===== src/rtl/onehot_sel_seq_pkg.sv =====
// ============================================================================
// Module      : onehot_sel_seq_pkg
// Description : Shared mode encoding and FSM state type for onehot_sel_seq.
// Revision    : 1.0 - initial release
// ============================================================================
`default_nettype none

package onehot_sel_seq_pkg;

  // Operating mode encoding driven on the mode port
  localparam logic [1:0] MODE_DECODE    = 2'b00;
  localparam logic [1:0] MODE_SCAN_UP   = 2'b01;
  localparam logic [1:0] MODE_SCAN_DOWN = 2'b10;
  localparam logic [1:0] MODE_HOLD      = 2'b11;

  // IDLE: output cleared; ACTIVE: output carries exactly one set bit
  typedef enum logic [0:0] {
    ST_IDLE   = 1'b0,
    ST_ACTIVE = 1'b1
  } state_t;

endpackage : onehot_sel_seq_pkg

`default_nettype wire


===== src/rtl/onehot_sel_seq_dec.sv =====
// ============================================================================
// Module      : onehot_dec
// Description : Combinational SEL_W-to-2^SEL_W binary to one-hot decoder.
// Revision    : 1.0 - initial release
// ============================================================================
`default_nettype none

module onehot_dec #(
  parameter int SEL_W = 2
) (
  input  logic [SEL_W-1:0]      i_sel,
  output logic [(1<<SEL_W)-1:0] o_onehot
);

  localparam int c_N = 1 << SEL_W;

  // One comparator per output bit
  for (genvar gi = 0; gi < c_N; gi++) begin : g_bit
    assign o_onehot[gi] = (i_sel == SEL_W'(gi));
  end

endmodule : onehot_dec

`default_nettype wire


===== src/rtl/onehot_sel_seq.sv =====
// ============================================================================
// Module      : onehot_sel_seq
// Description : Registered one-hot selector with decode, prescaled up/down
//               rotating scan, hold and wrap pulse.
// Revision    : 1.0 - initial release
// ============================================================================
`default_nettype none

module onehot_sel_seq
  import onehot_sel_seq_pkg::*;
#(
  parameter int SEL_W = 2,
  parameter int DIV   = 1
) (
  input  logic                   clk,
  input  logic                   rst_n,
  input  logic                   en,
  input  logic [1:0]             mode,
  input  logic [SEL_W-1:0]       sel,
  input  logic                   load,
  output logic [(1<<SEL_W)-1:0]  O,
  output logic                   valid,
  output logic                   wrap
);

  localparam int c_N  = 1 << SEL_W;
  // Prescaler is ceil(log2(DIV)) bits, never narrower than one bit
  localparam int c_PW = (DIV > 1) ? $clog2(DIV) : 1;
  localparam logic [c_PW-1:0] c_PRESC_MAX = c_PW'(DIV - 1);
  localparam logic [c_PW-1:0] c_PRESC_ONE = c_PW'(1);

  state_t          r_state;
  state_t          w_state_nxt;
  logic [c_N-1:0]  r_o;
  logic [c_N-1:0]  w_o_nxt;
  logic [c_PW-1:0] r_presc;
  logic [c_PW-1:0] w_presc_nxt;
  logic [c_PW-1:0] w_presc_eff;
  logic            r_wrap;
  logic            w_wrap_nxt;
  logic [1:0]      r_mode;
  logic [1:0]      w_mode_nxt;

  logic [c_N-1:0]  w_dec;
  logic [c_N-1:0]  w_rotl;
  logic [c_N-1:0]  w_rotr;

  onehot_dec #(
    .SEL_W (SEL_W)
  ) u_dec (
    .i_sel    (sel),
    .o_onehot (w_dec)
  );

  // Neighbouring scan positions; N is at least 2 so the slices are legal
  assign w_rotl = {r_o[c_N-2:0], r_o[c_N-1]};
  assign w_rotr = {r_o[0], r_o[c_N-1:1]};

  // State, output and prescaler registers with asynchronous clear
  always_ff @(posedge clk or negedge rst_n) begin
    if (!rst_n) begin
      r_state <= ST_IDLE;
      r_o     <= '0;
      r_presc <= '0;
      r_wrap  <= 1'b0;
      r_mode  <= MODE_DECODE;
    end else begin
      r_state <= w_state_nxt;
      r_o     <= w_o_nxt;
      r_presc <= w_presc_nxt;
      r_wrap  <= w_wrap_nxt;
      r_mode  <= w_mode_nxt;
    end
  end

  // Next-state logic: decode/load/step selection, prescaler and wrap detect
  always_comb begin
    w_state_nxt = r_state;
    w_o_nxt     = r_o;
    w_presc_nxt = r_presc;
    w_presc_eff = r_presc;
    w_wrap_nxt  = 1'b0;
    w_mode_nxt  = r_mode;
    if (en) begin
      w_mode_nxt = mode;
      // A newly sampled mode starts counting from zero on this very edge
      w_presc_eff = (mode != r_mode) ? '0 : r_presc;
      w_presc_nxt = w_presc_eff;
      case (mode)
        MODE_DECODE: begin
          w_state_nxt = ST_ACTIVE;
          w_o_nxt     = w_dec;
          w_presc_nxt = '0;
        end
        MODE_SCAN_UP, MODE_SCAN_DOWN: begin
          if (load) begin
            w_state_nxt = ST_ACTIVE;
            w_o_nxt     = w_dec;
            w_presc_nxt = '0;
          end else if (r_state == ST_ACTIVE) begin
            if (w_presc_eff == c_PRESC_MAX) begin
              w_presc_nxt = '0;
              if (mode == MODE_SCAN_UP) begin
                w_o_nxt    = w_rotl;
                w_wrap_nxt = r_o[c_N-1];
              end else begin
                w_o_nxt    = w_rotr;
                w_wrap_nxt = r_o[0];
              end
            end else begin
              w_presc_nxt = w_presc_eff + c_PRESC_ONE;
            end
          end
        end
        default: begin
          // HOLD: everything keeps its value, load ignored
        end
      endcase
    end
  end

  assign O     = r_o;
  assign valid = (r_state == ST_ACTIVE);
  assign wrap  = r_wrap;

endmodule : onehot_sel_seq

`default_nettype wire


===== config.mk =====
export PLATFORM = sky130hd
export DESIGN_NAME = onehot_sel_seq
export DESIGN_NICKNAME = d
export VERILOG_FILES = /design/src/rtl/onehot_sel_seq_pkg.sv /design/src/rtl/onehot_sel_seq_dec.sv /design/src/rtl/onehot_sel_seq.sv
export SDC_FILE = /design/constraint.sdc
export NUM_CORES = 1
export LEC_CHECK = 0
export ABC_AREA = 1
export CAP_MARGIN = 20
export CELL_PAD_IN_SITES_DETAIL_PLACEMENT = 0
export CELL_PAD_IN_SITES_GLOBAL_PLACEMENT = 1
export CORE_MARGIN = 4
export CORE_UTILIZATION = 33
export CTS_CLUSTER_DIAMETER = 60
export CTS_CLUSTER_SIZE = 10
export DETAILED_ROUTE_END_ITERATION = 10
export HOLD_SLACK_MARGIN = 0.02
export PLACE_DENSITY = 0.75
export SETUP_SLACK_MARGIN = 0.2
export SLEW_MARGIN = 20
export SYNTH_ARGS = -nofsm -noshare
export SYNTH_HDL_FRONTEND = slang
export SYNTH_HIERARCHICAL = 1
export SYNTH_SLANG_ARGS = --single-unit

===== constraint.sdc =====
create_clock -name clk -period 1.4 [get_ports clk]
set_clock_uncertainty 0.15 [all_clocks]
set_input_delay 0.35 -clock clk [delete_from_list [all_inputs] [get_ports clk]]
set_output_delay 0.35 -clock clk [all_outputs]
set_load 0.005 [all_outputs]

==> results of run 1 <==
## routing by layer
metal	GRT usage [%]	vias to the layer above	part of all wire, %
li1	-	319	-
met1	14.2	277	39
met3	4.45	5	4.2
met5	0	-	0
met4	8.07	0	2.5
met2	24.6	10	54
## stage by stage
| stage | instances | cell area [um2] | worst slack, ns | total power [W] | util, % |
|---|---|---|---|---|---|
| final | 138 | 921 | 0.0694 | 0.000719 | 53.9 |
| after global routing | 138 | 921 | 0.0114 | 0.000766 | 53.9 |
| after CTS | 138 | 903 | 0.0860 | 0.000724 | 52.9 |
| after detailed placement | 131 | 862 | -0.671 | 0.000503 | 50.5 |
| after global placement | 131 | 862 | -0.636 | 0.000502 | 50.5 |
| after floorplan | 82 | 618 | 0.0602 | 0.000393 | - |
## registers in the layout, summed over array words and instances, names as in the netlist
name / cells
r_presc: 1
O: 4
wrap: 1
r_mode: 2
valid: 1
## cells in the mapped netlist (all sizes together)
cell type / n
o21ai: 5
inv: 12
nand4: 1
nor3: 1
ha: 2
a21oi: 3
nand3: 10
dfrtp: 9
nand2: 30
nor2: 8
xnor2: 1
## worst min-delay path by stage
stage	slack [ns]	from	cells after the start	to
final	0.24	rst_n	1	O[1]
after global routing	0.26	rst_n	1	O[2]
after CTS	0.25	rst_n	1	O[1]
after detailed placement	0.37	r_mode[0]	2	r_mode[0]
after global placement	0.37	r_mode[0]	2	r_mode[0]
after floorplan	-0.1	rst_n	0	O[0]
## layout make-up
cell class,count,area (um2)
Fill cell,183,787
Multi-Input combinational cell,61,370
Sequential cell,9,225
Timing Repair Buffer,27,210
Inverter,12,57.6
Tap cell,25,31.3
Clock buffer,4,26.3
## cells by family (layout without fill, tap and decap cells)
family / count (synthesis) / in the layout
AO/OA/AOI/OAI: 8 / 8
XOR/XNOR: 1 / 1
adder cells (fa/ha/maj): 2 / 2
flip-flops: 9 / 9
AND/OR/NAND/NOR: 50 / 50
buffers and inverters: 12 / 43
## where the power goes
part / switching [W] / internal (W)
sequential: 0.00000875 / 0.000277
clock: 0.000104 / 0.000110
combinational: 0.000112 / 0.000108
total: 0.000224 / 0.000496
## what timing repair did
action	4_1_cts	5_1_grt
gates resized for setup	41	5
setup buffers	3	0
pin swaps	15	5
endpoints found under the setup margin	13	13
==> summary.txt, run 1 <==
Clock tree
  – Worst-Skew Late Latency: 0.27 ns
  – Htree depth: 1
  – CTS tree: built
  – CTS clk-pin slew, worst paths: 0.06 ns
  – CTS Root Cell: clkbuf_4
  – CTS Buf Count: 3
  – CTS Buffer Depth: 2
  – Hold_buf cts: 0
  – CTS sink count: 9

Global route
  – Largest net degree at the start of global routing: 10
  – Total grt overflow: 0
  – Initial antenna violation count: 0
  – Gr usage total: 13.9%
  – First-pass GRT wire length: 2550 um
  – Number of global-route vias before repair: 596

Placement
  – Final GP Congestion: 0.832
  – I/O Buffers: 13
  – Post-DP HPWL: 1140 um

STA
  – Period utilisation layout: 95.0%
  – Fmax: 752 MHz
  – Period minus WS final: 1.33 ns
  – Tightest Pin Transition: 0.436 ns
  – Final Hold Fails: 0
  – Hold Worst Slack: 0.235 ns
  – Slew Limit Fails: 0
  – Setup-failing EPs final: 0
  – Final setup TNS: 0 ns
  – RSZ-0062 raised after global routing: true
  – Slew headroom: 70.8%

Floorplanning
  – Die area: 2530 um2
  – Die width: 50.3 um
  – Initial Util: 34.6%
  – CORE AREA: 1710 um2
  – Num ports: 14
  – FP Rows: 15
  – Die height: 50.3 um

Worst setup path
  – Critical R2R Launch: r_mode[0]
  – CP startpoint: mode[1]
  – Critical path arrival: 1.34 ns
  – CP endpoint: O[3]
  – Reg-to-reg setup timing slack: 0.09 ns
  – Worst path slowest cell: nand4_1
  – CP Max Fanout: 7
  – Crit path largest cell delay: 0.21 ns
  – R2R depth: 4
  – CP Depth: 8
  – Reg2Reg Capture Point: O[3]
  – Critical path type: in2reg
  – Worst-path cell chain: buf_6, buf_6, inv_12, ha_4, nor2_8, nand4_1, nand3_1, nand2_1
  – CP Capture Type: register
  – CP Launch Type: primary input
  – Cell mode on critical path: buf_6
  – CP bufs+invs: 3
  – CP required: 1.41 ns
  – Critical path's top delay family: simple AND/OR/NAND/NOR gates

Power
  – Max rail drop VDD: 0.431 mV
  – Pleak: 0.499 nW
  – Pwr Density: 781 nW/um2

Job
  – Max-cap viol count: 0

Synth
  – Synth Area in Compound Gates: 8.69%
  – Yosys top cell by area: dfrtp_1
  – Post-Synth XOR/XNOR Area: 2.75%
  – Area contributors post-synth: dfrtp_1 38%, nand2_1 19%, nand3_1 8.5%
  – Top-area cell type share of the netlist area: 38.1%
  – Cells after Synth: 82
  – Post-synthesis sequential area ratio: 38.1%
  – FF+latch count, synth: 9
  – Average size of a mapped cell: 7.20 um2
  – Mapped Nets: 92
  – Post-Syn Area: 591 um2
  – Ys Warns: 6
  – Post-synthesis adder-cell area fraction: 4.24%
  – Combinational family with the most area after synthesis: simple AND/OR/NAND/NOR gates
  – Mux share of post-synthesis cell area: 0%
  – Simple-gate area share of the yosys netlist: 38.6%
  – Distinct cells, synth: 15

Finish
  – Commonest non-fill, non-tap cell in the layout: nand2_1
  – # diodes: 0
  – Most frequent cells in the layout: 27 x nand2_1, 11 x buf_4, 9 x dfrtp_1, 9 x nand3_1, 8 x inv_1
  – Layout cell share with drive strength beyond 1: 36.3%
  – Area growth, synth to finish: 55.9%
  – Layout Nets: 124

Routing
  – Detail Route Antenna Nets: 0
  – Vias: 611
  – # DRC: 0
  – WL per Instance: 10.9 um
  – Initial DRC Count: 4
  – Vias/cell: 4.43
  – Final WL: 1500 um
  – Pre-antenna DRT Iters: 3

Run status
  – Run status: complete, no violations

Min path
  – Worst Hold Class: in2async
Note: power is estimated with default switching activity, not from simulation.
==> run 2: changes to the inputs <==
- CAP_MARGIN: 20 -> 30
- clock period: 1.4 -> 1.3 ns (I/O delays scaled with it)
==> run 2 against run 1 <==
The run now ends with setup timing left; non-clock buffer count did not move; first-iteration DRC count grew to 2.5 times the previous value; clock power increased by 7%; critical endpoint unchanged; combinational power up 8%; flip-flop and latch count stayed put; count of clock-buffer cells in the layout unchanged; highest routed layer unchanged.
==> summary.txt, run 2 (synthesis results as in run 1) <==
Run status
  – Run status: finished, violations left
  – Failing checks: setup timing

Power
  – Max rail drop VDD: 0.521 mV
  – Reg power frac: 39.8%
  – Logic gate share of total power: 30.7%
  – Pleak: 0.498 nW
  – Switching Fraction: 31.2%
  – Sw power: 0.000242 W
  – Pwr Density: 831 nW/um2
  – Pwr Total: 0.000774 W
  – Pint: 0.000532 W
  – Clock group share of total power: 29.5%

Worst setup path
  – CP required: 1.31 ns
  – Crit path largest cell delay: 0.22 ns
  – CP Capture Type: register
  – Worst path slowest cell: nand4_1
  – Reg-to-reg setup timing slack: 0 ns
  – R2R depth: 4
  – Cell mode on critical path: buf_6
  – Critical R2R Launch: r_mode[0]
  – CP Launch Type: primary input
  – Worst-path cell chain: buf_6, buf_6, inv_12, ha_4, nor2_8, nand4_1, nand3_1, nand2_1
  – CP startpoint: mode[1]
  – CP Max Fanout: 7
  – Critical path type: in2reg
  – Reg2Reg Capture Point: O[3]
  – Critical path arrival: 1.32 ns

Clock tree
  – Hold_buf cts: 0
  – CTS Root Cell: clkbuf_4
  – CTS clk-pin slew, worst paths: 0.07 ns
  – Htree depth: 1
  – CTS tree: built
  – CTS Buffer Depth: 2
  – Worst-Skew Late Latency: 0.27 ns
  – CTS sink count: 9
  – CTS Buf Count: 3

Global route
  – Largest net degree at the start of global routing: 10
  – Grt met2 use: 23.7%
  – Initial antenna violation count: 0
  – Total grt overflow: 0
  – Met3 Usage GRT: 3.56%
  – Number of global-route vias before repair: 603
  – Most used routing layer: met2
  – Global Route met1 Usage: 15.2%
  – First-pass GRT wire length: 2530 um
  – Gr usage total: 13.6%

Placement
  – Placed Area: 870 um2
  – Post-DP HPWL: 1170 um
  – I/O Buffers: 13
  – Worst slack, placed: -0.717 ns
  – Final GP Congestion: 0.825

Finish
  – Commonest non-fill, non-tap cell in the layout: nand2_1
  – # diodes: 0
  – Layout cell share with drive strength beyond 1: 39.8%
  – Finished layout cell area: 931 um2
  – Layout Nets: 124
  – Area growth, synth to finish: 57.6%
  – Most frequent cells in the layout: 27 x nand2_1, 11 x buf_4, 9 x dfrtp_1
  – Post-layout util: 54.5%
  – Largest register FFs: 4

STA
  – Period minus WS final: 1.31 ns
  – Period utilisation layout: 101%
  – Worst setup margin: -0.00651 ns
  – RSZ-0062 raised after global routing: true
  – Tightest Pin Transition: 0.221 ns
  – Slew headroom: 85.2%
  – Setup-failing EPs final: 3
  – Slew Limit Fails: 0
  – Final Hold Fails: 0
  – Fmax: 765 MHz
  – Final setup TNS: -0.0108 ns

Routing
  – Initial DRC Count: 10
  – Vias/cell: 4.55
  – Pre-antenna DRT Iters: 4
  – # DRC: 0
  – WL per Instance: 10.9 um
  – Final WL: 1510 um
  – Vias: 628
  – Detail Route Antenna Nets: 0

Floorplanning
  – Initial Util: 34.6%
  – CORE AREA: 1710 um2
  – Die area: 2530 um2
  – Die height: 50.3 um
  – Die width: 50.3 um
  – Num ports: 14
  – FP Rows: 15

Min path
  – Worst Hold Class: in2async

Job
  – Max-cap viol count: 0
[run 2: layout make-up]
cell class,count,area (um2)
clock buffer,4,26.3
fill,168,777
inverter,12,57.6
multi-input combinational,61,380
sequential,9,225
tap,25,31.3
timing repair buffer,27,210
[run 2: what timing repair did]
action	CTS	global route
gates resized for setup	43	6
buffers inserted	2	0
setup endpoints to repair	14	13
pin swaps	15	3
[run 2: critical path, delay by kind of cell]
family	cells	cell delay [ns]
and+or+nand+nor	4	0.53
buffers and inverters	3	0.26
adders and majority gates	1	0.20
[run 2: worst max path at each step]
stage	cells after the start	to
after CTS	9	O[3]
after floorplan	6	O[0]
final	8	O[3]
after global placement	8	O[0]
after detailed placement	8	O[0]
after global routing	4	O[3]
[run 2: per-stage QoR]
stage                     instances  hold WS (ns)
final                           138         0.189
after global placement          132         0.367
after detailed placement        132         0.368
after CTS                       138         0.194
after floorplan                  82        -0.121
after global routing            138         0.197
[run 2: power groups by stage]
| stage | logic [W] | clock network, W | registers [W] |
|---|---|---|---|
| floorplan | 0.000104 | 0 | 0.000319 |
| global placement | 0.000229 | 0 | 0.000313 |
| detailed placement | 0.000231 | 0 | 0.000313 |
| CTS | 0.000233 | 0.000235 | 0.000308 |
| global route | 0.000263 | 0.000255 | 0.000310 |
| finish | 0.000238 | 0.000228 | 0.000308 |
[run 2: layer usage]
metal  routed length [um]  share of wire [%]
met4                   33                2.2
met1                  642                 43
met3                   64                4.2
met5                    0                  0
met2                  767                 51
